### src/rtl/rapcla_err_recover_pkg.sv
// Shared types and helpers for the approximate-CLA checker/recovery stage.
// Group g's carry-out is the speculative carry into group g+1 (or COUT for the last group).
package rapcla_err_recover_pkg;

    localparam int unsigned SIZE      = 16;
    localparam int unsigned GROUPSIZE = 4;
    localparam int unsigned NG        = SIZE / GROUPSIZE;

    typedef struct packed {
        logic [SIZE-1:0] a;
        logic [SIZE-1:0] b;
        logic            cin;
        logic [SIZE-1:0] sum_approx;
        logic            cout_approx;
        logic [NG-1:0]   rcon_used;
    } op_t;

    typedef struct packed {
        logic [SIZE-1:0] sum_exact;
        logic            cout_exact;
        logic            err_flag;
        logic [NG-1:0]   group_err;
    } res_t;

    // True carry out of every group of a + b + cin, element g = carry leaving group g.
    function automatic logic [NG-1:0] boundary_carries(input logic [SIZE-1:0] a,
                                                       input logic [SIZE-1:0] b,
                                                       input logic            cin);
        logic [NG-1:0] co;
        logic          carry;
        co    = '0;
        carry = cin;
        for (int unsigned g = 0; g < NG; g++) begin
            for (int unsigned j = 0; j < GROUPSIZE; j++) begin
                carry = (a[g*GROUPSIZE+j] & b[g*GROUPSIZE+j])
                      | (carry & (a[g*GROUPSIZE+j] ^ b[g*GROUPSIZE+j]));
            end
            co[g] = carry;
        end
        return co;
    endfunction

endpackage

### src/rtl/rapcla_rcon_ctrl.sv
// Window-based error accounting and ApproxRCON adaptation, advanced only on output handshakes.
module rapcla_rcon_ctrl
    import rapcla_err_recover_pkg::*;
#(
    parameter int unsigned WIN_OPS = 64,
    parameter int unsigned THRESH  = 4,
    parameter int unsigned CNTW    = 8
) (
    input  logic            clk,
    input  logic            rst_n,
    input  logic            hs,
    input  logic [NG-1:0]   group_err,
    input  logic            err_flag,
    input  logic            cfg_adapt,
    input  logic [NG-1:0]   cfg_rcon,
    output logic [NG-1:0]   rcon_next,
    output logic            win_done,
    output logic [CNTW-1:0] total_err
);

    localparam logic [CNTW-1:0] LAST_OP  = CNTW'(WIN_OPS - 1);
    localparam logic [CNTW:0]   THRESH_W = (CNTW+1)'(THRESH);

    logic [CNTW-1:0] op_cnt_q, op_cnt_d;
    logic [CNTW-1:0] err_cnt_q [NG];
    logic [CNTW-1:0] err_cnt_d [NG];
    logic [NG-1:0]   rcon_q, rcon_d;
    logic            win_done_q, win_done_d;
    logic [CNTW-1:0] total_err_q, total_err_d;

    // The closing handshake's own blame counts toward the decision, then the window restarts clean.
    always_comb begin
        op_cnt_d    = op_cnt_q;
        err_cnt_d   = err_cnt_q;
        rcon_d      = rcon_q;
        win_done_d  = 1'b0;
        total_err_d = total_err_q;
        if (hs) begin
            if (err_flag && (total_err_q != '1)) begin
                total_err_d = total_err_q + 1'b1;
            end
            if (op_cnt_q == LAST_OP) begin
                op_cnt_d   = '0;
                win_done_d = 1'b1;
                for (int unsigned g = 0; g < NG; g++) begin
                    rcon_d[g]    = cfg_adapt
                                 ? (({1'b0, err_cnt_q[g]} + (CNTW+1)'(group_err[g])) <= THRESH_W)
                                 : cfg_rcon[g];
                    err_cnt_d[g] = '0;
                end
            end else begin
                op_cnt_d = op_cnt_q + 1'b1;
                for (int unsigned g = 0; g < NG; g++) begin
                    if (group_err[g] && (err_cnt_q[g] != '1)) begin
                        err_cnt_d[g] = err_cnt_q[g] + 1'b1;
                    end
                end
            end
        end
    end

    always_ff @(posedge clk) begin
        if (!rst_n) begin
            op_cnt_q    <= '0;
            rcon_q      <= '1;
            win_done_q  <= 1'b0;
            total_err_q <= '0;
            for (int unsigned g = 0; g < NG; g++) begin
                err_cnt_q[g] <= '0;
            end
        end else begin
            op_cnt_q    <= op_cnt_d;
            rcon_q      <= rcon_d;
            win_done_q  <= win_done_d;
            total_err_q <= total_err_d;
            err_cnt_q   <= err_cnt_d;
        end
    end

    assign rcon_next = rcon_q;
    assign win_done  = win_done_q;
    assign total_err = total_err_q;

endmodule

### src/rtl/rapcla_err_recover.sv
// Two-stage checker for the approximate CLA: exact sum, carry-error attribution,
// and adaptive ApproxRCON selection for the next window.
module rapcla_err_recover
    import rapcla_err_recover_pkg::*;
#(
    parameter int unsigned WIN_OPS = 64,
    parameter int unsigned THRESH  = 4,
    parameter int unsigned CNTW    = 8
) (
    input  logic            clk,
    input  logic            rst_n,
    input  logic            in_valid,
    output logic            in_ready,
    input  logic [SIZE-1:0] A,
    input  logic [SIZE-1:0] B,
    input  logic            CIN,
    input  logic [SIZE-1:0] SUM_APPROX,
    input  logic            COUT_APPROX,
    input  logic [NG-1:0]   RCON_USED,
    input  logic            cfg_adapt,
    input  logic [NG-1:0]   cfg_rcon,
    output logic            out_valid,
    input  logic            out_ready,
    output logic [SIZE-1:0] SUM_EXACT,
    output logic            COUT_EXACT,
    output logic            ERR_FLAG,
    output logic [NG-1:0]   GROUP_ERR,
    output logic [NG-1:0]   RCON_NEXT,
    output logic            win_done,
    output logic [CNTW-1:0] total_err
);

    if (SIZE % GROUPSIZE != 0) begin : g_chk_size
        $error("SIZE must be a multiple of GROUPSIZE");
    end
    if (WIN_OPS < 2) begin : g_chk_win
        $error("WIN_OPS must be at least 2");
    end
    if (WIN_OPS >= (1 << CNTW)) begin : g_chk_cntw
        $error("CNTW too narrow for WIN_OPS");
    end

    op_t         s1_op_q, s1_op_d;
    logic        s1_valid_q, s1_valid_d;
    res_t        s2_res_q, s2_res_d;
    logic        s2_valid_q, s2_valid_d;
    res_t        res_c;
    logic [SIZE:0]   exact_c;
    logic [NG-1:0]   co_exact_c, co_used_c;
    logic        advance_c;

    assign advance_c = !s2_valid_q || out_ready;
    assign in_ready  = !(s1_valid_q && s2_valid_q && !out_ready);

    // Recover the carry the approximate adder actually used at each group boundary.
    always_comb begin
        exact_c    = {1'b0, s1_op_q.a} + {1'b0, s1_op_q.b} + (SIZE+1)'(s1_op_q.cin);
        co_exact_c = boundary_carries(s1_op_q.a, s1_op_q.b, s1_op_q.cin);
        co_used_c  = '0;
        for (int unsigned g = 0; g < NG - 1; g++) begin
            co_used_c[g] = s1_op_q.sum_approx[(g+1)*GROUPSIZE]
                         ^ s1_op_q.a[(g+1)*GROUPSIZE] ^ s1_op_q.b[(g+1)*GROUPSIZE];
        end
        co_used_c[NG-1]  = s1_op_q.cout_approx;
        res_c.sum_exact  = exact_c[SIZE-1:0];
        res_c.cout_exact = exact_c[SIZE];
        res_c.err_flag   = ({s1_op_q.cout_approx, s1_op_q.sum_approx} != exact_c);
        res_c.group_err  = s1_op_q.rcon_used & (co_used_c ^ co_exact_c);
    end

    // Whole-pipeline stall: nothing moves while the output is held.
    always_comb begin
        s1_valid_d = s1_valid_q;
        s1_op_d    = s1_op_q;
        s2_valid_d = s2_valid_q;
        s2_res_d   = s2_res_q;
        if (advance_c) begin
            s2_valid_d = s1_valid_q;
            s1_valid_d = 1'b0;
            if (s1_valid_q) begin
                s2_res_d = res_c;
            end
        end
        if (in_valid && in_ready) begin
            s1_valid_d          = 1'b1;
            s1_op_d.a           = A;
            s1_op_d.b           = B;
            s1_op_d.cin         = CIN;
            s1_op_d.sum_approx  = SUM_APPROX;
            s1_op_d.cout_approx = COUT_APPROX;
            s1_op_d.rcon_used   = RCON_USED;
        end
    end

    always_ff @(posedge clk) begin
        if (!rst_n) begin
            s1_valid_q <= 1'b0;
            s1_op_q    <= '0;
            s2_valid_q <= 1'b0;
            s2_res_q   <= '0;
        end else begin
            s1_valid_q <= s1_valid_d;
            s1_op_q    <= s1_op_d;
            s2_valid_q <= s2_valid_d;
            s2_res_q   <= s2_res_d;
        end
    end

    assign out_valid  = s2_valid_q;
    assign SUM_EXACT  = s2_res_q.sum_exact;
    assign COUT_EXACT = s2_res_q.cout_exact;
    assign ERR_FLAG   = s2_res_q.err_flag;
    assign GROUP_ERR  = s2_res_q.group_err;

    rapcla_rcon_ctrl #(
        .WIN_OPS (WIN_OPS),
        .THRESH  (THRESH),
        .CNTW    (CNTW)
    ) u_rcon_ctrl (
        .clk       (clk),
        .rst_n     (rst_n),
        .hs        (s2_valid_q && out_ready),
        .group_err (s2_res_q.group_err),
        .err_flag  (s2_res_q.err_flag),
        .cfg_adapt (cfg_adapt),
        .cfg_rcon  (cfg_rcon),
        .rcon_next (RCON_NEXT),
        .win_done  (win_done),
        .total_err (total_err)
    );

endmodule

### config.mk
export PLATFORM = sky130hd
export DESIGN_NAME = rapcla_err_recover
export DESIGN_NICKNAME = d
export VERILOG_FILES = /design/src/rtl/rapcla_err_recover_pkg.sv /design/src/rtl/rapcla_rcon_ctrl.sv /design/src/rtl/rapcla_err_recover.sv
export SDC_FILE = /design/constraint.sdc
export NUM_CORES = 1
export LEC_CHECK = 0
export ABC_AREA = 0
export BUFFER_PORTS_ARGS = -buffer_cell sky130_fd_sc_hd__buf_2
export CORE_MARGIN = 3
export CORE_UTILIZATION = 51
export CTS_CLUSTER_DIAMETER = 60
export CTS_CLUSTER_SIZE = 12
export DETAILED_ROUTE_END_ITERATION = 6
export PLACE_DENSITY = 0.72
export SLEW_MARGIN = 20
export SYNTH_ARGS = -nofsm -noshare
export SYNTH_HDL_FRONTEND = slang
export SYNTH_SLANG_ARGS = --single-unit
### constraint.sdc
create_clock -name clk -period 3.7 [get_ports clk]
set_clock_uncertainty 0.15 [all_clocks]
set_input_delay 0.74 -clock clk [delete_from_list [all_inputs] [get_ports clk]]
set_output_delay 0.74 -clock clk [all_outputs]
set_load 0.01 [all_outputs]
=== Yosys cells after proc, flatten, opt, wreduce, memory -nomap -nowiden ===
Cells that the tools add are included.

* Flip-flop bits (word level): 131
* Bits of input ports: 63
* Output and inout port bits: 37
* Word-level logic and storage cells: 154

* $add $sub $neg: 12
* Order comparisons: 4
* Eq/ne operators: 7
* Mux-type cells: 13
* Bitwise operators: 72
* Reductions and logical operators: 26

{| class="wikitable"
|+ Operator list
! cell !! number
|-
| 8-bit by 1-bit adder with 8-bit output, second input constant || 6
|-
| 8-bit two-way mux || 5
|-
| 8-bit != test, second input constant || 5
|-
| 8-bit by 1-bit adder with 9-bit output || 4
|-
| 9-bit by 3-bit less-or-equal comparator with 1-bit output, second input constant || 4
|-
| 1-bit bitwise AND || 32
|-
| 32-bit two-way mux || 1
|-
| 1-bit bitwise XOR || 22
|-
| 16-bit by 16-bit adder with 17-bit output || 1
|-
| 17-bit by 1-bit adder with 17-bit output || 1
|-
| 17-bit != test || 1
|-
| 1-bit bitwise OR || 16
|-
| 2-bit AND reduction || 8
|-
| 2-bit nonzero test || 5
|-
| 1-bit logical AND || 9
|-
| 8-bit by 6-bit == test with 1-bit output, second input constant || 1
|-
| 1-bit two-way mux || 7
|-
| 4-bit bitwise AND || 1
|-
| 4-bit bitwise XOR || 1
|-
| 1-bit logical NOT || 3
|-
| 1-bit logical OR || 1
|}

=== Logic depth before layout (Yosys ltp) ===
Gate-level depths: netlist (run 1).

* Depth after elaboration: 35
* Mapped depth: 12
* Depth with buffers taken out: 12

=== Modules after synthesis ===
Synthesis (run 1) repeated with hierarchy kept, for this count alone.

* Cell total of the unflattened synthesis: 854
* Area, all modules: 7,170.6 µm²

{| class="wikitable"
|+ By module, submodules not included
! module !! instances !! cells an instance !! area an instance (µm²) !! seq. area each (µm²)
|-
| rapcla_err_recover || 1 || 504 || 4,160.2 || 1,561.5
|-
| rapcla_rcon_ctrl || 1 || 350 || 3,010.4 || 1,061.0
|}

=== Worst setup path after synthesis (run 1) ===
Ideal clock, no wire load.

* Path type: flip-flop to flip-flop
* Start point: reg s1_op_q[21] (netlist name)
* End point: reg s2_res_q (netlist bit ERR_FLAG)
* Library setup time: 0.121 ns
* Arrival: 2.859 ns
* Required time: 3.429 ns
* Slack: 0.570 ns
* Stages on the path, launching flop included: 13
* Path buffers: 0
* Period minus slack after synthesis: 3.130 ns
* Path through: dfxtp_1 -> fa_1 -> inv_1 -> fa_1 -> fa_1 -> xnor2_1 -> a221o_1 -> nor4_2 -> o2111ai_1 -> nor4_1 -> nand4_1 -> nor4_1 -> nor2_1

* Longest elaborated chain between the ends: 2

{| class="wikitable"
|+ RTL lines
! item !! line !! source
|-
| start, declared || rapcla_err_recover.sv:43 || <nowiki>op_t s1_op_q, s1_op_d;</nowiki>
|-
| start signal, assigned || rapcla_err_recover.sv:103 || <nowiki>s1_op_q <= s1_op_d;</nowiki>
|-
| 17-bit by 1-bit adder with 17-bit output || rapcla_err_recover.sv:57 || <nowiki>exact_c = {1'b0, s1_op_q.a} + {1'b0, s1_op_q.b} + (SIZE+1)'(s1_op_q.cin);</nowiki>
|-
| 17-bit != test || rapcla_err_recover.sv:67 || <nowiki>res_c.err_flag = ({s1_op_q.cout_approx, s1_op_q.sum_approx} != exact_c);</nowiki>
|-
| end signal, assigned || rapcla_err_recover.sv:105 || <nowiki>s2_res_q <= s2_res_d;</nowiki>
|-
| end, declared || rapcla_err_recover.sv:45 || <nowiki>res_t s2_res_q, s2_res_d;</nowiki>
|}

No other way between the ends.
A chain may end at the register's enable or synchronous reset.

=== Worst setup path in the final report (run 1) ===
Same ends and word-level chain as after synthesis.

==> flow_metrics.tcl, run 1 <==
set metrics [dict create \
    slowest_stage "fa_1" \
    grt_usage 0.222 \
    power.leakage_uw 0.00359 \
    synth.ff_latch_count 131 \
    antenna_found_initial 0 \
    clk_transition_reported_paths_ps 60 \
    finalWeightedCongestion 0.928 \
    post_drt_wl_per_cell_microns 15.0 \
    hold_path_class "register to register" \
    sequential_cell_fraction_of_total_power 0.423 \
    max_cap_viol_count 0 \
    ys_top_cells_by_area "dfxtp_1, nand2_1, a21boi_0" \
    synth_flop_cell "dfxtp_1" \
    synth_enable_flop_cells 0 \
    startpoint_type "register" \
    stdcell_area_sq_um 8420 \
    report.final.slew_viol_count 0 \
    cts_hold_buffers 0 \
    data_arrival_time_of_the_critical_path_ps 3560 \
    grt_pass1_wl_microns 28800 \
    drt_wl_total_microns 17500 \
    post_cts_repair_resize_count 0 \
    power_switching_uw 878 \
    cts_tree "yes" \
    leading_cell_type_in_the_layout_fill_and_taps_excluded "nand2_1" \
    clock_sink_count 131 \
    die_height_microns 125 \
    synth.largest_area_cell "dfxtp_1" \
    synth_sequential_area_ratio 0.360 \
    drc_errors 0 \
    vdd_drop_max_uv 345 \
    layout_common_cells "nand2_1, dfxtp_1, buf_2" \
    cts_htree_levels 4 \
    deepest_clock_path_buffer_count 2 \
    status "complete, no violations" \
    yosys_top_cell_area_share 0.360 \
    antenna_left 0 \
    comb_power_share 0.119 \
    placement_rows 43 \
    grt_ovf 0 \
    synth_cell_type_count 69 \
    syn_inst 896 \
    x_dimension_of_the_die_microns 125 \
    port-buffer-count 99 \
    met2_usage 0.337 \
    cts_made_buffers 17 \
    placed_area_sq_um 7850 \
    global_route.usage.met1 0.311 \
    worstPathCellList "fa_1 > inv_1 > fa_1 > fa_1 > xnor2_1 > a221o_1 > nor4_2 > o2111ai_1 > nor4_1 > nand4_1 > nor4_1 > nor2_1" \
    area_growth_syn_to_layout_pct 15.6 \
    unrepaired_setup_endpoints_after_global_routing "false" \
    worst_slew_pin_slew_ps 753 \
    clkLatencyLatePin_ps 420 \
    die-area_sq_um 15700 \
    post-cts-setup-buffers 0 \
    gr-usage-met3 0.0538 \
    finalHoldViolations 0 \
    synthesis.nets 991 \
    timing_worst_setup_path_type "register to register" \
    cpMostUsedCell "fa_1" \
    postSynth.asyncResetShare 0 \
    ys.warnings.count 0 \
    vias_in_the_first_global_route 5818 \
    layout.filler_cells 1269 \
    timing.final.crit_share 0.921 \
    syn-cell-area_sq_um 7280 \
    cts.root.buffer_cell "clkbuf_16" \
    setup.worst_path.end_class "register" \
    power_density_nw_per_um2 420 \
    vias 6410 \
    fin_nets 1070 \
    achievable-frequency_mhz 294 \
    ios 100 \
    p_clk_frac 0.458 \
    sw_frac_of_total 0.248 \
    coreArea_sq_um 13900 \
    p_int_uw 2660 \
    max-slew-margin-rel 0.498 \
    hpwl_detailed_microns 12700 \
    drt_first_iter_violations 403 \
    worst_path_largest_cell_delay_ps 480 \
    post_route_setup_tns_ps 0 \
    synth_area_per_cell_sq_um 8.13 \
    dr_vias_cell 5.50 \
    final_layout_size_suffix_gt1_frac 0.156 \
    timing.critical_path.fanout_max 3 \
    firstDrtPassIters 6 \
    report.final.setup_viol 0 \
    period_minus_slack_ps 3410 \
    worst-endpoint-required_ps 3850 \
    pin_count_of_the_biggest_net_entering_global_routing 42 \
    insertedDiodeCount 0 \
    top_usage_layer "met2" \
    start_util 0.523 \
]
==> cell families after synthesis <==
family,count (synthesis),share of synthesized area
XOR/XNOR,73,0.0945
multiplexers,3,0.00412
buffers and inverters,62,0.0383
AND/OR/NAND/NOR,406,0.262
adder cells (fa/ha/maj),32,0.0581
flip-flops,131,0.360
AO/OA/AOI/OAI,189,0.183
==> synth_stat cells (all sizes together), types with 3 or more instances <==
master	number
inv	14
buf	10
or2	5
o2111ai	5
fa	3
a211oi	4
a21oi	24
nand4	22
and3	10
a31oi	7
a21o	4
nor2b	11
mux2i	3
o22ai	3
nor4	6
and2	25
nor2	63
xnor2	33
nand2	186
nor3	12
nand2b	4
a221o	3
o21ai	34
xnor3	3
a21boi	65
o211a	4
and4	4
dfxtp	131
ha	29
or3	7
nand3	42
o21a	6
o211ai	8
clkbuf	38
xor2	37
==> registers in the layout, summed over array words and instances, names as in the netlist <==
register,count
s1_valid_q,1
u_rcon_ctrl.rcon_next,4
out_valid,1
GROUP_ERR,4
COUT_EXACT,1
ERR_FLAG,1
co_used_c,1
u_rcon_ctrl.win_done,1
s1_op_q,53
u_rcon_ctrl.total_err,8
u_rcon_ctrl.op_cnt_q,8
u_rcon_ctrl.err_cnt_q,32
SUM_EXACT,16
==> cell type report <==
type,count,area (sq um),share of cell area
multi-input cells,703,4380,0.521
inverters,14,52.6,0.00624
flip-flops and latches,131,2620,0.312
repair buffers,108,563,0.0669
clock buffers,21,460,0.0547
well taps,180,225,0.0268
clock inverters,9,108,0.0128
==> power by group through the flow <==
stage	Combinational (uW)	Clock, uW	Sequential [uW]
floorplan	302	0	1520
global placement	414	0	1520
detailed placement	416	0	1520
CTS	419	1650	1500
global route	467	1710	1500
finish	421	1620	1500
==> worst paths after layout <==
path / from / endpoint / slack [ps] / cells after the start
max: s1_op_q[21] / ERR_FLAG / 290 / 12
min: SUM_EXACT[12] / SUM_EXACT[12] / 320 / 2
min reg2reg: SUM_EXACT[12] / SUM_EXACT[12] / 320 / 2
max reg2reg: s1_op_q[21] / ERR_FLAG / 290 / 12
==> routing by layer <==
metal	vias to the layer above	share of wire
met1	2937	0.49
met5	-	0
met2	167	0.44
met3	30	0.054
met4	0	0.021
li1	3276	-
==> stage by stage <==
stage / total power (uW) / setup WS [ps] / std cells / hold slack, ps / utilization
after global placement: 1940 / 362 / 1136 / 299 / 0.563
after detailed placement: 1940 / 254 / 1136 / 311 / 0.563
after CTS: 3570 / 261 / 1166 / 320 / 0.604
final: 3530 / 294 / 1166 / 315 / 0.604
after global routing: 3680 / 115 / 1166 / 345 / 0.604
after floorplan: 1820 / 570 / 896 / 289 / -
==> critical path: cells and delay by family (launching register included) <==
| family | cells | cell delay [ps] |
|---|---|---|
| simple gates | 5 | 1010 |
| compound gates | 2 | 400 |
| fa+ha+maj | 3 | 1190 |
| xor+xnor | 1 | 150 |
| buf+inv | 1 | 90 |
| flops | 1 | 330 |
Note: power is estimated with default switching activity, not from simulation.
==> run 2, diff against run 1 <==
- CTS_CLUSTER_SIZE: 12 -> unset
- SYNTH_HIERARCHICAL: unset -> 1
==> run 2 against run 1 <==
Count of clock-buffer cells in the layout up 4. Die area shrank 1.5%. Synthesized area down 1.5%. Register-to-register slack better by 96 ps. Power up 1.6%. Critical path type unchanged. Critical endpoint unchanged.
==> flow_metrics.tcl, run 2 <==
set metrics [dict create \
    synth.ff_latch_count 131 \
    die_height_microns 125 \
    report.final.setup_viol 0 \
    hold-path-endpoint "s1_op_q[37]" \
    placement_rows 42 \
    hold_path_class "register to register" \
    cts_tree "yes" \
    drc_errors 0 \
    firstDrtPassIters 5 \
    cts_htree_levels 4 \
    vias 6208 \
    data_arrival_time_of_the_critical_path_ps 3450 \
    ys.warnings.count 6 \
    gr-usage-met3 0.0545 \
    x_dimension_of_the_die_microns 125 \
    layout_common_cells "nand2_1, dfxtp_1, buf_2" \
    dr_vias_cell 5.50 \
    synth.largest_area_cell "dfxtp_1" \
    worstHoldStart "s1_op_q[37]" \
    vdd_drop_max_uv 380 \
    clkLatencyLatePin_ps 420 \
    setup.worst_path.end_class "register" \
    postSynth.asyncResetShare 0 \
    timing.final.crit_share 0.895 \
    start_util 0.531 \
    crit-reg2reg-launch "s1_op_q[21]" \
    period_minus_slack_ps 3310 \
    cts_made_buffers 17 \
    synth_enable_flop_cells 0 \
    unrepaired_setup_endpoints_after_global_routing "false" \
    antenna_left 0 \
    rr_worst_depth 12 \
    vias_in_the_first_global_route 5952 \
    ys_top_cells_by_count "nand2_1, dfxtp_1, a21boi_0" \
    rr_endpoint "ERR_FLAG" \
    post_drt_wl_per_cell_microns 14.8 \
    top_usage_layer "met2" \
    pin_count_of_the_biggest_net_entering_global_routing 87 \
    worst_slew_pin_slew_ps 769 \
    synth_flop_cell "dfxtp_1" \
    syn_inst 854 \
    coreArea_sq_um 13500 \
    timing_worst_setup_path_type "register to register" \
    cts.root.buffer_cell "clkbuf_16" \
    max_cap_viol_count 0 \
    ios 100 \
    global_route.usage.met1 0.289 \
    yosys_top_cell_area_share 0.366 \
    ys_top_cells_by_area "dfxtp_1, nand2_1, a21boi_0" \
    final_layout_size_suffix_gt1_frac 0.170 \
    finalWeightedCongestion 0.879 \
    post_cts_repair_resize_count 0 \
    largest_reg_flops 53 \
    clock_sink_count 131 \
    synth_sequential_area_ratio 0.366 \
    antenna_found_initial 0 \
    max_flop_register "s1_op_q" \
    power.leakage_uw 0.00342 \
    drt_first_iter_violations 412 \
    hpwl_detailed_microns 12200 \
    met2_usage 0.351 \
    post_route_setup_tns_ps 0 \
    area_growth_syn_to_layout_pct 16.7 \
    port-buffer-count 99 \
    deepest_clock_path_buffer_count 2 \
    r2r_slack_ps 390 \
    insertedDiodeCount 0 \
    syn-cell-area_sq_um 7170 \
    die-area_sq_um 15500 \
    overall_power_uw 3590 \
    grt_usage 0.218 \
    worst-endpoint-required_ps 3840 \
    grt_pass1_wl_microns 28300 \
    report.final.slew_viol_count 0 \
    leading_cell_type_in_the_layout_fill_and_taps_excluded "nand2_1" \
    timing.critical_path.fanout_max 2 \
    status "complete, no violations" \
    max-slew-margin-rel 0.485 \
    synth_cell_type_count 74 \
    grt_ovf 0 \
    synth_most_common_cell "nand2_1" \
    timing.hold.worst_path_depth 2 \
    synth_area_per_cell_sq_um 8.40 \
    finalHoldViolations 0 \
    synthesis.nets 949 \
    power_density_nw_per_um2 429 \
    drt_wl_total_microns 16700 \
    clk_transition_reported_paths_ps 50 \
    post-cts-setup-buffers 0 \
    startpoint_type "register" \
    fin_nets 1034 \
    cts_hold_buffers 0 \
    achievable-frequency_mhz 302 \
]
-- run 2: final cells by class --
class | count | area [sq um]
Tap cell | 176 | 220
Inverter | 19 | 71.3
Fill cell | 1198 | 5140
Clock buffer | 25 | 536
Multi-Input combinational cell | 663 | 4270
Sequential cell | 131 | 2620
Timing Repair Buffer | 107 | 556
Clock inverter | 7 | 92.6
-- run 2: how the worst max path moves through the flow --
| stage | startpoint | to | slack, ps | depth (start not counted) |
|---|---|---|---|---|
| 2_1_floorplan | s1_op_q[21] | ERR_FLAG | 750 | 12 |
| 3_3_place_gp | s1_op_q[21] | ERR_FLAG | 450 | 12 |
| 3_5_place_dp | s1_op_q[21] | ERR_FLAG | 360 | 12 |
| 4_1_cts | s1_op_q[21] | ERR_FLAG | 360 | 12 |
| 5_1_grt | s1_op_q[21] | ERR_FLAG | 110 | 12 |
| 6_report | s1_op_q[21] | ERR_FLAG | 390 | 12 |
-- run 2: cells by family after synthesis --
| group | count (synthesis) | synth area share |
|---|---|---|
| fa+ha+maj | 32 | 0.0590 |
| buf+inv | 60 | 0.0401 |
| flops | 131 | 0.366 |
| compound gates | 219 | 0.217 |
| simple gates | 347 | 0.231 |
| mux | 10 | 0.0140 |
| xor+xnor | 55 | 0.0729 |
-- run 2: routing by layer --
metal,vias to the layer above,wire (microns)
met2,134,7730
met3,16,670
li1,3186,-
met4,0,259
met5,-,0
met1,2872,8060
-- run 2: power breakdown --
group	switching [uW]	leakage [uW]	internal, uW
combinational	203	0.00205	160
sequential	37.4	0.00107	1460
clock	600	0.000304	1130
-- run 2: worst max-delay path: stages (launching register included) --
cell,delay (ps)
dfxtp_1,360
fa_1,210
inv_1,60
fa_1,410
fa_1,540
xor2_1,150
nand4_1,100
a2111oi_0,330
o311ai_0,190
nand4b_1,210
nor4_1,180
and4_1,220
a31oi_1,70
-- run 2: per-stage QoR --
| stage | util | hold slack [ps] | cells | setup WS (ps) | cell area (sq um) |
|---|---|---|---|---|---|
| 2_1_floorplan | - | 294 | 854 | 752 | 7170 |
| 3_3_place_gp | 0.573 | 305 | 1096 | 449 | 7740 |
| 3_5_place_dp | 0.573 | 312 | 1096 | 362 | 7740 |
| 4_1_cts | 0.620 | 320 | 1128 | 359 | 8370 |
| 5_1_grt | 0.620 | 344 | 1128 | 106 | 8370 |
| 6_report | 0.620 | 320 | 1128 | 390 | 8370 |
